[config.mk]
export PLATFORM = sky130hd
export DESIGN_NAME = ram_loader_flat
export DESIGN_NICKNAME = d
export VERILOG_FILES = /design/src/rtl/ram_loader_pkg.sv /design/src/rtl/ram_loader_if.sv /design/src/rtl/ram_loader_timeout.sv /design/src/rtl/ram_loader.sv /design/src/flat_wrapper.sv
export SDC_FILE = /design/constraint.sdc
export NUM_CORES = 1
export LEC_CHECK = 0
export ABC_AREA = 1
export BUFFER_PORTS_ARGS = -buffer_cell sky130_fd_sc_hd__buf_2
export CORE_UTILIZATION = 35
export DETAILED_ROUTE_END_ITERATION = 12
export PLACE_DENSITY = 0.51
export SETUP_SLACK_MARGIN = 0.1
export SLEW_MARGIN = 10
export SYNTH_ARGS = -nofsm -noshare
export SYNTH_HDL_FRONTEND = slang
export SYNTH_SLANG_ARGS = --single-unit
[constraint.sdc]
create_clock -name clk -period 5.8 [get_ports clk]
set_clock_uncertainty 0.15 [all_clocks]
set_input_delay 0.29 -clock clk [delete_from_list [all_inputs] [get_ports clk]]
set_output_delay 0.29 -clock clk [all_outputs]
set_load 0.02 [all_outputs]
[src/rtl/ram_loader_pkg.sv]
// ram_loader_pkg: types and constants shared by the boot loader files.
//   state_e    : loader FSM states
//   err_code_t : 2-bit abort reason reported on err_code_o
package ram_loader_pkg;

    typedef enum logic [2:0] {
        ST_IDLE,
        ST_LEN,
        ST_DATA,
        ST_CSUM,
        ST_DONE,
        ST_ERR
    } state_e;

    typedef logic [1:0] err_code_t;

    localparam err_code_t ERR_NONE    = 2'd0;
    localparam err_code_t ERR_LEN     = 2'd1;
    localparam err_code_t ERR_CSUM    = 2'd2;
    localparam err_code_t ERR_TIMEOUT = 2'd3;

endpackage

[src/rtl/ram_loader_if.sv]
// ram_loader_if: byte-stream input, RAM write port and status of the boot loader.
//   start_i, rx_valid_i, rx_data_i : control and UART byte stream into the loader
//   ram_we_o, ram_addr_o, ram_data_o : RAM write port driven by the loader
//   hold_o, done_o, err_o, err_code_o : CPU hold and load status
//   master : the side feeding bytes and observing the RAM port (system / bench)
//   slave  : the loader itself
interface ram_loader_if;

    logic                       start_i;
    logic                       rx_valid_i;
    logic [7:0]                 rx_data_i;
    logic                       ram_we_o;
    logic [31:0]                ram_addr_o;
    logic [31:0]                ram_data_o;
    logic                       hold_o;
    logic                       done_o;
    logic                       err_o;
    ram_loader_pkg::err_code_t  err_code_o;

    modport master (
        output start_i, rx_valid_i, rx_data_i,
        input  ram_we_o, ram_addr_o, ram_data_o, hold_o, done_o, err_o, err_code_o
    );

    modport slave (
        input  start_i, rx_valid_i, rx_data_i,
        output ram_we_o, ram_addr_o, ram_data_o, hold_o, done_o, err_o, err_code_o
    );

endinterface

[src/rtl/ram_loader_timeout.sv]
// ram_loader_timeout: idle watchdog for an in-progress frame.
//   clk, rst  : system clock, async active-high reset
//   enable_i  : frame in progress (counting allowed)
//   clear_i   : byte received or restart; reloads the counter
//   expire_o  : high in the TIMEOUT_CYCLES-th consecutive idle cycle
module ram_loader_timeout #(
    parameter int unsigned TIMEOUT_CYCLES = 1000000
) (
    input  logic clk,
    input  logic rst,
    input  logic enable_i,
    input  logic clear_i,
    output logic expire_o
);

    localparam int unsigned CNT_W = (TIMEOUT_CYCLES > 1) ? $clog2(TIMEOUT_CYCLES) : 1;
    localparam logic [CNT_W-1:0] LOAD = CNT_W'(TIMEOUT_CYCLES - 1);

    logic [CNT_W-1:0] cnt_q, cnt_d;

    // Down-counter: reloaded to TIMEOUT_CYCLES-1 on activity, so the first idle
    // cycle sees LOAD and the TIMEOUT_CYCLES-th idle cycle sees zero.
    always_comb begin
        cnt_d    = cnt_q;
        expire_o = 1'b0;
        if (!enable_i || clear_i) begin
            cnt_d = LOAD;
        end else if (cnt_q == '0) begin
            expire_o = 1'b1;
            cnt_d    = LOAD;
        end else begin
            cnt_d = cnt_q - CNT_W'(1);
        end
    end

    always_ff @(posedge clk or posedge rst) begin
        if (rst) cnt_q <= '0;
        else     cnt_q <= cnt_d;
    end

endmodule

[src/rtl/ram_loader.sv]
// ram_loader: boot-time loader. Frames a UART byte stream as
//   LEN0..LEN3 (LE word count) | 4*len data bytes (LE words) | checksum byte
// and writes each word to RAM at BASE_ADDR + 4*index, holding the CPU in reset
// until a good image is loaded.
//   clk, rst : system clock, async active-high reset
//   bus      : ram_loader_if.slave (byte stream in, RAM write port and status out)
//
//   state   | meaning
//   IDLE    | after reset, everything quiet
//   LEN     | collecting the 4 length bytes
//   DATA    | assembling words and writing them to RAM
//   CSUM    | waiting for the checksum byte
//   DONE    | image good, CPU released
//   ERR     | frame aborted, CPU kept in reset
module ram_loader
    import ram_loader_pkg::*;
#(
    parameter logic [31:0] BASE_ADDR      = 32'h0000_0000,
    parameter int unsigned MAX_WORDS      = 4096,
    parameter int unsigned TIMEOUT_CYCLES = 1000000
) (
    input  logic        clk,
    input  logic        rst,
    ram_loader_if.slave bus
);

    localparam int unsigned IDX_W = (MAX_WORDS > 1) ? $clog2(MAX_WORDS) : 1;

    state_e           state_q, state_d;
    logic [1:0]       byte_idx_q, byte_idx_d;
    logic [IDX_W-1:0] word_idx_q, word_idx_d;
    logic [31:0]      len_q, len_d;
    logic [7:0]       csum_q, csum_d;
    logic [23:0]      asm_q, asm_d;
    logic             we_q, we_d;
    logic [31:0]      addr_q, addr_d;
    logic [31:0]      data_q, data_d;
    err_code_t        err_code_q, err_code_d;

    logic        rx_take;
    logic        byte_last;
    logic [31:0] len_full;
    logic        len_bad;
    logic        last_word;
    logic        in_frame;
    logic        timeout;

    // Start wins over a byte arriving in the same cycle.
    assign rx_take   = bus.rx_valid_i && !bus.start_i;
    assign byte_last = (byte_idx_q == 2'd3);
    // Bytes shift in from the top so the first byte ends up least significant.
    assign len_full  = {bus.rx_data_i, len_q[31:8]};
    assign len_bad   = (len_full == 32'd0) || (len_full > 32'(MAX_WORDS));
    assign last_word = (32'(word_idx_q) == len_q - 32'd1);
    assign in_frame  = (state_q == ST_LEN) || (state_q == ST_DATA) || (state_q == ST_CSUM);

    ram_loader_timeout #(
        .TIMEOUT_CYCLES (TIMEOUT_CYCLES)
    ) u_timeout (
        .clk      (clk),
        .rst      (rst),
        .enable_i (in_frame),
        .clear_i  (bus.rx_valid_i || bus.start_i),
        .expire_o (timeout)
    );

    always_ff @(posedge clk or posedge rst) begin
        if (rst) state_q <= ST_IDLE;
        else     state_q <= state_d;
    end

    always_comb begin
        state_d = state_q;
        if (bus.start_i) begin
            state_d = ST_LEN;
        end else begin
            unique case (state_q)
                ST_LEN: begin
                    if (rx_take && byte_last) state_d = len_bad ? ST_ERR : ST_DATA;
                    else if (timeout)         state_d = ST_ERR;
                end
                ST_DATA: begin
                    if (rx_take && byte_last && last_word) state_d = ST_CSUM;
                    else if (timeout)                      state_d = ST_ERR;
                end
                ST_CSUM: begin
                    if (rx_take)      state_d = (bus.rx_data_i == csum_q) ? ST_DONE : ST_ERR;
                    else if (timeout) state_d = ST_ERR;
                end
                default: state_d = state_q;
            endcase
        end
    end

    // Datapath: byte/word assembly, checksum, write register, error code.
    always_comb begin
        byte_idx_d = byte_idx_q;
        word_idx_d = word_idx_q;
        len_d      = len_q;
        csum_d     = csum_q;
        asm_d      = asm_q;
        we_d       = 1'b0;
        addr_d     = addr_q;
        data_d     = data_q;
        err_code_d = err_code_q;
        if (bus.start_i) begin
            byte_idx_d = '0;
            word_idx_d = '0;
            len_d      = '0;
            csum_d     = '0;
            asm_d      = '0;
            err_code_d = ERR_NONE;
        end else begin
            unique case (state_q)
                ST_LEN: begin
                    if (rx_take) begin
                        len_d      = len_full;
                        byte_idx_d = byte_idx_q + 2'd1;
                        if (byte_last && len_bad) err_code_d = ERR_LEN;
                    end else if (timeout) begin
                        err_code_d = ERR_TIMEOUT;
                    end
                end
                ST_DATA: begin
                    if (rx_take) begin
                        csum_d     = csum_q + bus.rx_data_i;
                        asm_d      = {bus.rx_data_i, asm_q[23:8]};
                        byte_idx_d = byte_idx_q + 2'd1;
                        if (byte_last) begin
                            we_d       = 1'b1;
                            data_d     = {bus.rx_data_i, asm_q};
                            addr_d     = BASE_ADDR + 32'({word_idx_q, 2'b00});
                            word_idx_d = word_idx_q + IDX_W'(1);
                        end
                    end else if (timeout) begin
                        err_code_d = ERR_TIMEOUT;
                    end
                end
                ST_CSUM: begin
                    if (rx_take) begin
                        if (bus.rx_data_i != csum_q) err_code_d = ERR_CSUM;
                    end else if (timeout) begin
                        err_code_d = ERR_TIMEOUT;
                    end
                end
                default: ;
            endcase
        end
    end

    always_ff @(posedge clk or posedge rst) begin
        if (rst) begin
            byte_idx_q <= '0;
            word_idx_q <= '0;
            len_q      <= '0;
            csum_q     <= '0;
            asm_q      <= '0;
            we_q       <= 1'b0;
            addr_q     <= '0;
            data_q     <= '0;
            err_code_q <= ERR_NONE;
        end else begin
            byte_idx_q <= byte_idx_d;
            word_idx_q <= word_idx_d;
            len_q      <= len_d;
            csum_q     <= csum_d;
            asm_q      <= asm_d;
            we_q       <= we_d;
            addr_q     <= addr_d;
            data_q     <= data_d;
            err_code_q <= err_code_d;
        end
    end

    always_comb begin
        bus.hold_o = 1'b0;
        bus.done_o = 1'b0;
        bus.err_o  = 1'b0;
        unique case (state_q)
            ST_LEN, ST_DATA, ST_CSUM: bus.hold_o = 1'b1;
            ST_DONE:                  bus.done_o = 1'b1;
            ST_ERR: begin
                bus.hold_o = 1'b1;
                bus.err_o  = 1'b1;
            end
            default: ;
        endcase
    end

    // A restart landing on the write-pulse cycle kills that pulse.
    assign bus.ram_we_o   = we_q && !bus.start_i;
    assign bus.ram_addr_o = addr_q;
    assign bus.ram_data_o = data_q;
    assign bus.err_code_o = err_code_q;

endmodule

[src/flat_wrapper.sv]
// flat-port wrapper written by rule: the top's interface ports become plain ports
module ram_loader_flat import ram_loader_pkg::*;
#(
    parameter logic [31:0] BASE_ADDR      = 32'h0000_0000,
    parameter int unsigned MAX_WORDS      = 4096,
    parameter int unsigned TIMEOUT_CYCLES = 1000000
)
  (clk, rst, bus_start_i, bus_rx_valid_i, bus_rx_data_i, bus_ram_we_o, bus_ram_addr_o, bus_ram_data_o, bus_hold_o, bus_done_o, bus_err_o, bus_err_code_o);
  ram_loader_if bus_i ();
  input  logic clk;
  input  logic rst;
  input wire logic [$bits(bus_i.start_i)-1:0] bus_start_i;
  input wire logic [$bits(bus_i.rx_valid_i)-1:0] bus_rx_valid_i;
  input wire logic [$bits(bus_i.rx_data_i)-1:0] bus_rx_data_i;
  output wire logic [$bits(bus_i.ram_we_o)-1:0] bus_ram_we_o;
  output wire logic [$bits(bus_i.ram_addr_o)-1:0] bus_ram_addr_o;
  output wire logic [$bits(bus_i.ram_data_o)-1:0] bus_ram_data_o;
  output wire logic [$bits(bus_i.hold_o)-1:0] bus_hold_o;
  output wire logic [$bits(bus_i.done_o)-1:0] bus_done_o;
  output wire logic [$bits(bus_i.err_o)-1:0] bus_err_o;
  output wire logic [$bits(bus_i.err_code_o)-1:0] bus_err_code_o;
  assign bus_i.start_i = bus_start_i;
  assign bus_i.rx_valid_i = bus_rx_valid_i;
  assign bus_i.rx_data_i = bus_rx_data_i;
  assign bus_ram_we_o = bus_i.ram_we_o;
  assign bus_ram_addr_o = bus_i.ram_addr_o;
  assign bus_ram_data_o = bus_i.ram_data_o;
  assign bus_hold_o = bus_i.hold_o;
  assign bus_done_o = bus_i.done_o;
  assign bus_err_o = bus_i.err_o;
  assign bus_err_code_o = bus_i.err_code_o;
  ram_loader #(.BASE_ADDR(BASE_ADDR), .MAX_WORDS(MAX_WORDS), .TIMEOUT_CYCLES(TIMEOUT_CYCLES)) u_core (.clk(clk), .rst(rst), .bus(bus_i));
endmodule
* Yosys cells after proc, flatten, opt, wreduce, memory -nomap -nowiden *
Index checks and enable logic that the tools add are counted.

word-level totals
  input bits = 12
  output and inout bits = 70
  flip-flop bits (word level) = 148

cells by class
  equal/unequal tests = 12
  order comparisons = 1
  muxes and demuxes = 43
  reduce and logical (&&, ||, !) cells = 28
  bitwise logic cells = 1
  add/sub/neg operators = 5

operators by type and width
  operator                                                                number
  32-bit 2-to-1 mux                                                       3
  24-bit 2-to-1 mux                                                       3
  12-bit 2-to-1 mux                                                       4
  20-bit 2-to-1 mux                                                       2
  12-bit by 32-bit == test with 1-bit output                              1
  32-bit by 13-bit > comparator with 1-bit output, second input constant  1
  32-bit zero test                                                        1
  32-bit by 1-bit subtractor with 32-bit output, second input constant    1
  8-bit 2-to-1 mux                                                        3
  20-bit zero test                                                        1
  2-bit 2-to-1 mux                                                        10
  20-bit by 1-bit subtractor with 20-bit output, second input constant    1
  3-bit 2-to-1 mux                                                        6
  12-bit by 1-bit adder with 12-bit output, second input constant         1
  1-bit 2-to-1 mux                                                        10
  2-bit nonzero test                                                      5
  3-bit one-hot mux with 3 select lines                                   1
  8-bit adder                                                             1
  8-bit == test                                                           1
  4-bit != test, second input constant                                    2
  8-bit != test                                                           1
  4-bit AND reduction                                                     2
  3-bit by 2-bit == test with 1-bit output, second input constant         2
  3-bit == test, second input constant                                    2
  14 further kinds                                                        25

* Depth between registers and ports, before layout *
  word-level depth = 10
  gate-level depth with buffers = 17
  gate-level depth less buffers = 17

* Cells and area by module *
From an unflattened synthesis, not the netlist that was laid out.

unflattened totals
  cell total of the unflattened synthesis = 1032
  area, all modules = 7953.9 µm²

modules (own cells, without submodules)
  module              times used  cells an instance  sequential area each (µm²)  area each (µm²)
  ram_loader          1           862                3203.1                      6671.4
  ram_loader_timeout  1           170                500.5                       1282.5

* Least setup slack after synthesis *
Ideal clock, no wire load.

  path kind = reg-to-reg
  start = register u_core.csum_q[0]
  end = register u_core.csum_q[6]
  data arrival time = 1739 ps
  slack = 3828 ps
  clock period less this slack = 1972 ps
  stages on the path, launching flop included = 14
  path through = dfrtp_1 ha_1 fa_1 a21oi_1 nor2_1 nor2_1 inv_1 nand2_1 inv_1 nor2_1 nor2_1 o21ai_0 nand2_1 o21ai_0

between the ends
  word-level cells in the longest chain between the ends = 4

ends and longest elaborated chain
  item                    line               RTL
  start, declared         ram_loader.sv:33   logic [7:0] csum_q, csum_d;
  start signal, assigned  ram_loader.sv:166  csum_q <= csum_d;
  8-bit adder             ram_loader.sv:126  csum_d = csum_q + bus.rx_data_i;
  8-bit 2-to-1 mux        ram_loader.sv:125  if (rx_take) begin
  8-bit 2-to-1 mux        ram_loader.sv:114  unique case (state_q)
  8-bit 2-to-1 mux        ram_loader.sv:106  if (bus.start_i) begin

Every way passes these cells. The select of a mux whose other input is x is not followed.
A chain may end at the register's enable or synchronous reset.

* Worst setup path after layout *
  start = register u_core.byte_idx_q[0]
  end = register u_core.word_idx_q[0]

between the ends
  word-level cells in the longest chain between the ends = 3

ends and longest elaborated chain
  item                           line               RTL
  start, declared                ram_loader.sv:30   logic [1:0] byte_idx_q, byte_idx_d;
  start signal, assigned         ram_loader.sv:163  byte_idx_q <= byte_idx_d;
  2-bit == test                  ram_loader.sv:50   assign byte_last = (byte_idx_q == 2'd3);
  2-bit nonzero test (no line)   n/a
  3-bit AND reduction (no line)  n/a
  end signal, assigned           ram_loader.sv:164  word_idx_q <= word_idx_d;
  end, declared                  ram_loader.sv:31   logic [IDX_W-1:0] word_idx_q, word_idx_d;

Every way passes these cells.

==> out/results.ini <==
[synth]
synthDistinctLibCells=39
avgSynthCellArea_um2=7.80
ys_ff_latch=148
yosysWarnings=0
synth_cells=995
synth_top_area_share=0.477
syn_area_mm2=0.00776
ys_seq_area_frac=0.477
synth_top_area_cell=dfrtp_1
synthTopCellsByArea=dfrtp_1, nand2_1, nor2_1

[routing]
drtAntennaViolNets=0
drt_iter0_drc=412
met1_length_mm=10.3
detailroute.via_count=6452
avgRoutedWirePerCell_um=15.1
met3_length_um=791
drt-total-wl_mm=20.2
route.detailed.drc=0
via_per_inst=4.80
dr_wl_met2_mm=8.92
firstDrtPassIters=5
routed.top_layer=met4

[grt]
overflow=0
antenna_found_initial=0
grt_max_degree=102
groute.usage.overall=0.191
grt_pass1_wl_mm=33.2
grt_pass1_vias=6152

[clocking]
cts_buffer_depth=2
clock_latency_ns=0.43
clk_pin_slew_ns=0.06
tritoncts=built
cts_root_buf=clkbuf_16
cts-buffers-inserted=17
holdBufCountCts=1
cts.sinks=148
cts-htree-levels=4
cts_resized=0
cts_setup_buffers=0

[timing]
finalHoldWorstSlack_ns=0.0691
finalSetupTns_ns=0
post-route-period-util=0.463
slew_viol_final=0
relSlewSlack=0.272
finalSetupViolations=0
tightest_slew_ns=1.09
timing.fmax_mhz=373
hold_viol=0
fin_crit_ns=2.68
rsz0062_at_grt=no

[place]
io_buffers=61
place_hpwl_mm=14.8
gp_congestion=0.861

[power]
leakage_uw=0.00445
ir_drop_mv=0.201
power_density_mw_per_mm2=314

[floorplanning]
die_y_um=151
die_w_um=151
die-area_mm2=0.0228
core_area_mm2=0.0218
pin_count=82
start_util=0.357
rows=54

[worst_setup_path]
crit_required_ns=5.96
end_kind=flip-flop
path_max_fanout=75
cp-start-kind=flip-flop
arrival_ns=2.84
path_class=flip-flop to flip-flop

[status]
status=completed

[min_path]
min_path_type=input port to flip-flop

[layout]
drive_gt1_frac=0.125
diodes=0
fin_nets=1075
syn_to_final_growth_pct=13.9

[flow_run]
drv_cap=0

[layer usage]
metal / vias to the layer above / GRT usage
li1: 3290 / -
met1: 3007 / 0.270
met2: 140 / 0.296
met3: 15 / 0.0352
met4: 0 / 0.0515
met5: - / 0
[cells by family after synthesis]
kind of cell	share of synthesized area
simple gates	0.270
buf+inv	0.0935
compound gates	0.111
flops	0.477
xor+xnor	0.0260
fa+ha+maj	0.0219
other cells	0.000483
[per-stage QoR]
stage | utilization | instances | setup slack [ns] | power [µW] | area, µm²
floorplan | - | 1014 | 1.38 | 1550 | 7830
global placement | 0.379 | 1310 | 3.09 | 1690 | 8240
detailed placement | 0.379 | 1310 | 3.02 | 1690 | 8240
CTS | 0.406 | 1343 | 3.07 | 2810 | 8840
global route | 0.406 | 1343 | 2.83 | 2940 | 8840
finish | 0.406 | 1343 | 3.12 | 2780 | 8840
[cells in the final DEF (no fill, tap or decap), types with 2 or more instances in the layout]
master,count
nand2_4,3
nand3b_1,2
clkbuf_16,17
dfrtp_1,148
o22ai_1,33
conb_1,20
clkinvlp_4,3
nand2_2,5
clkinv_4,3
nand3_1,60
buf_4,2
nor3_1,10
nand2_1,224
inv_1,112
o21ai_0,93
o211ai_1,2
nor3b_1,2
buf_2,61
a21oi_1,22
nor2_1,132
xnor2_1,13
ha_1,12
inv_6,5
clkbuf_1,2
inv_2,7
nor2_2,10
xor2_1,10
bufinv_16,2
nand4_1,15
nor2_4,6
nor3_2,3
o21ai_1,6
nor4_1,5
or2_2,3
[registers in the layout, summed over array words and instances (netlist names), 3 cells and up]
name / count
u_core.len_q: 32
u_core.csum_q: 8
u_core.bus.ram_data_o: 32
u_core.bus.ram_addr_o: 12
u_core.u_timeout.cnt_q: 20
u_core.word_idx_q: 12
u_core.asm_q: 24
u_core.state_q: 3
[worst max-delay path, stage by stage, from the launching register on]
cell,delay (ns)
dfrtp_1,0.40
ha_1,0.29
inv_1,0.38
nor2_4,0.11
inv_2,0.11
nor2_4,0.05
inv_2,0.76
nor2_1,0.12
o21bai_1,0.20
[worst paths after layout]
| kind | slack (ns) | endpoint | startpoint | depth (start not counted) |
|---|---|---|---|---|
| max reg2reg | 3.12 | u_core.word_idx_q[0] | u_core.byte_idx_q[0] | 8 |
| min | 0.07 | u_core.word_idx_q[9] | bus_start_i | 2 |
| max | 3.12 | u_core.word_idx_q[0] | u_core.byte_idx_q[0] | 8 |
| max in group asynchronous | 3.86 | u_core.bus.ram_addr_o[6] | rst | 4 |
| min in group asynchronous | 0.48 | u_core.asm_q[4] | rst | 3 |
| min reg2reg | 0.33 | u_core.bus.ram_data_o[8] | u_core.bus.ram_data_o[8] | 2 |
[where the power goes]
group / internal (µW) / switching, µW
combinational: 166 / 384
sequential: 1080 / 46.5
clock: 652 / 456
[cells in the mapped netlist (all sizes together)]
cell type and count:
nand2 232, dfrtp 148, nor2 148, inv 121
o21ai 99, nand3 61, o22ai 33, buf 31
a21oi 22, clkbuf 16, nand4 15, nor3 13
xnor2 13, ha 12, xor2 10, nor4 5
or2 3, nand3b 2, nor3b 2, o211ai 2
a31oi 1, a32o 1, clkinv 1, conb 1
fa 1, o21bai 1, o41ai 1
[area by class of cell]
class	count	area (µm²)
inverter	122	465
multi-input combinational	697	3400
sequential	148	3700
clock inverter	12	144
fill	2293	12900
timing repair buffer	64	330
tap	280	350
clock buffer	20	447
Note: power is estimated with default switching activity, not from simulation.
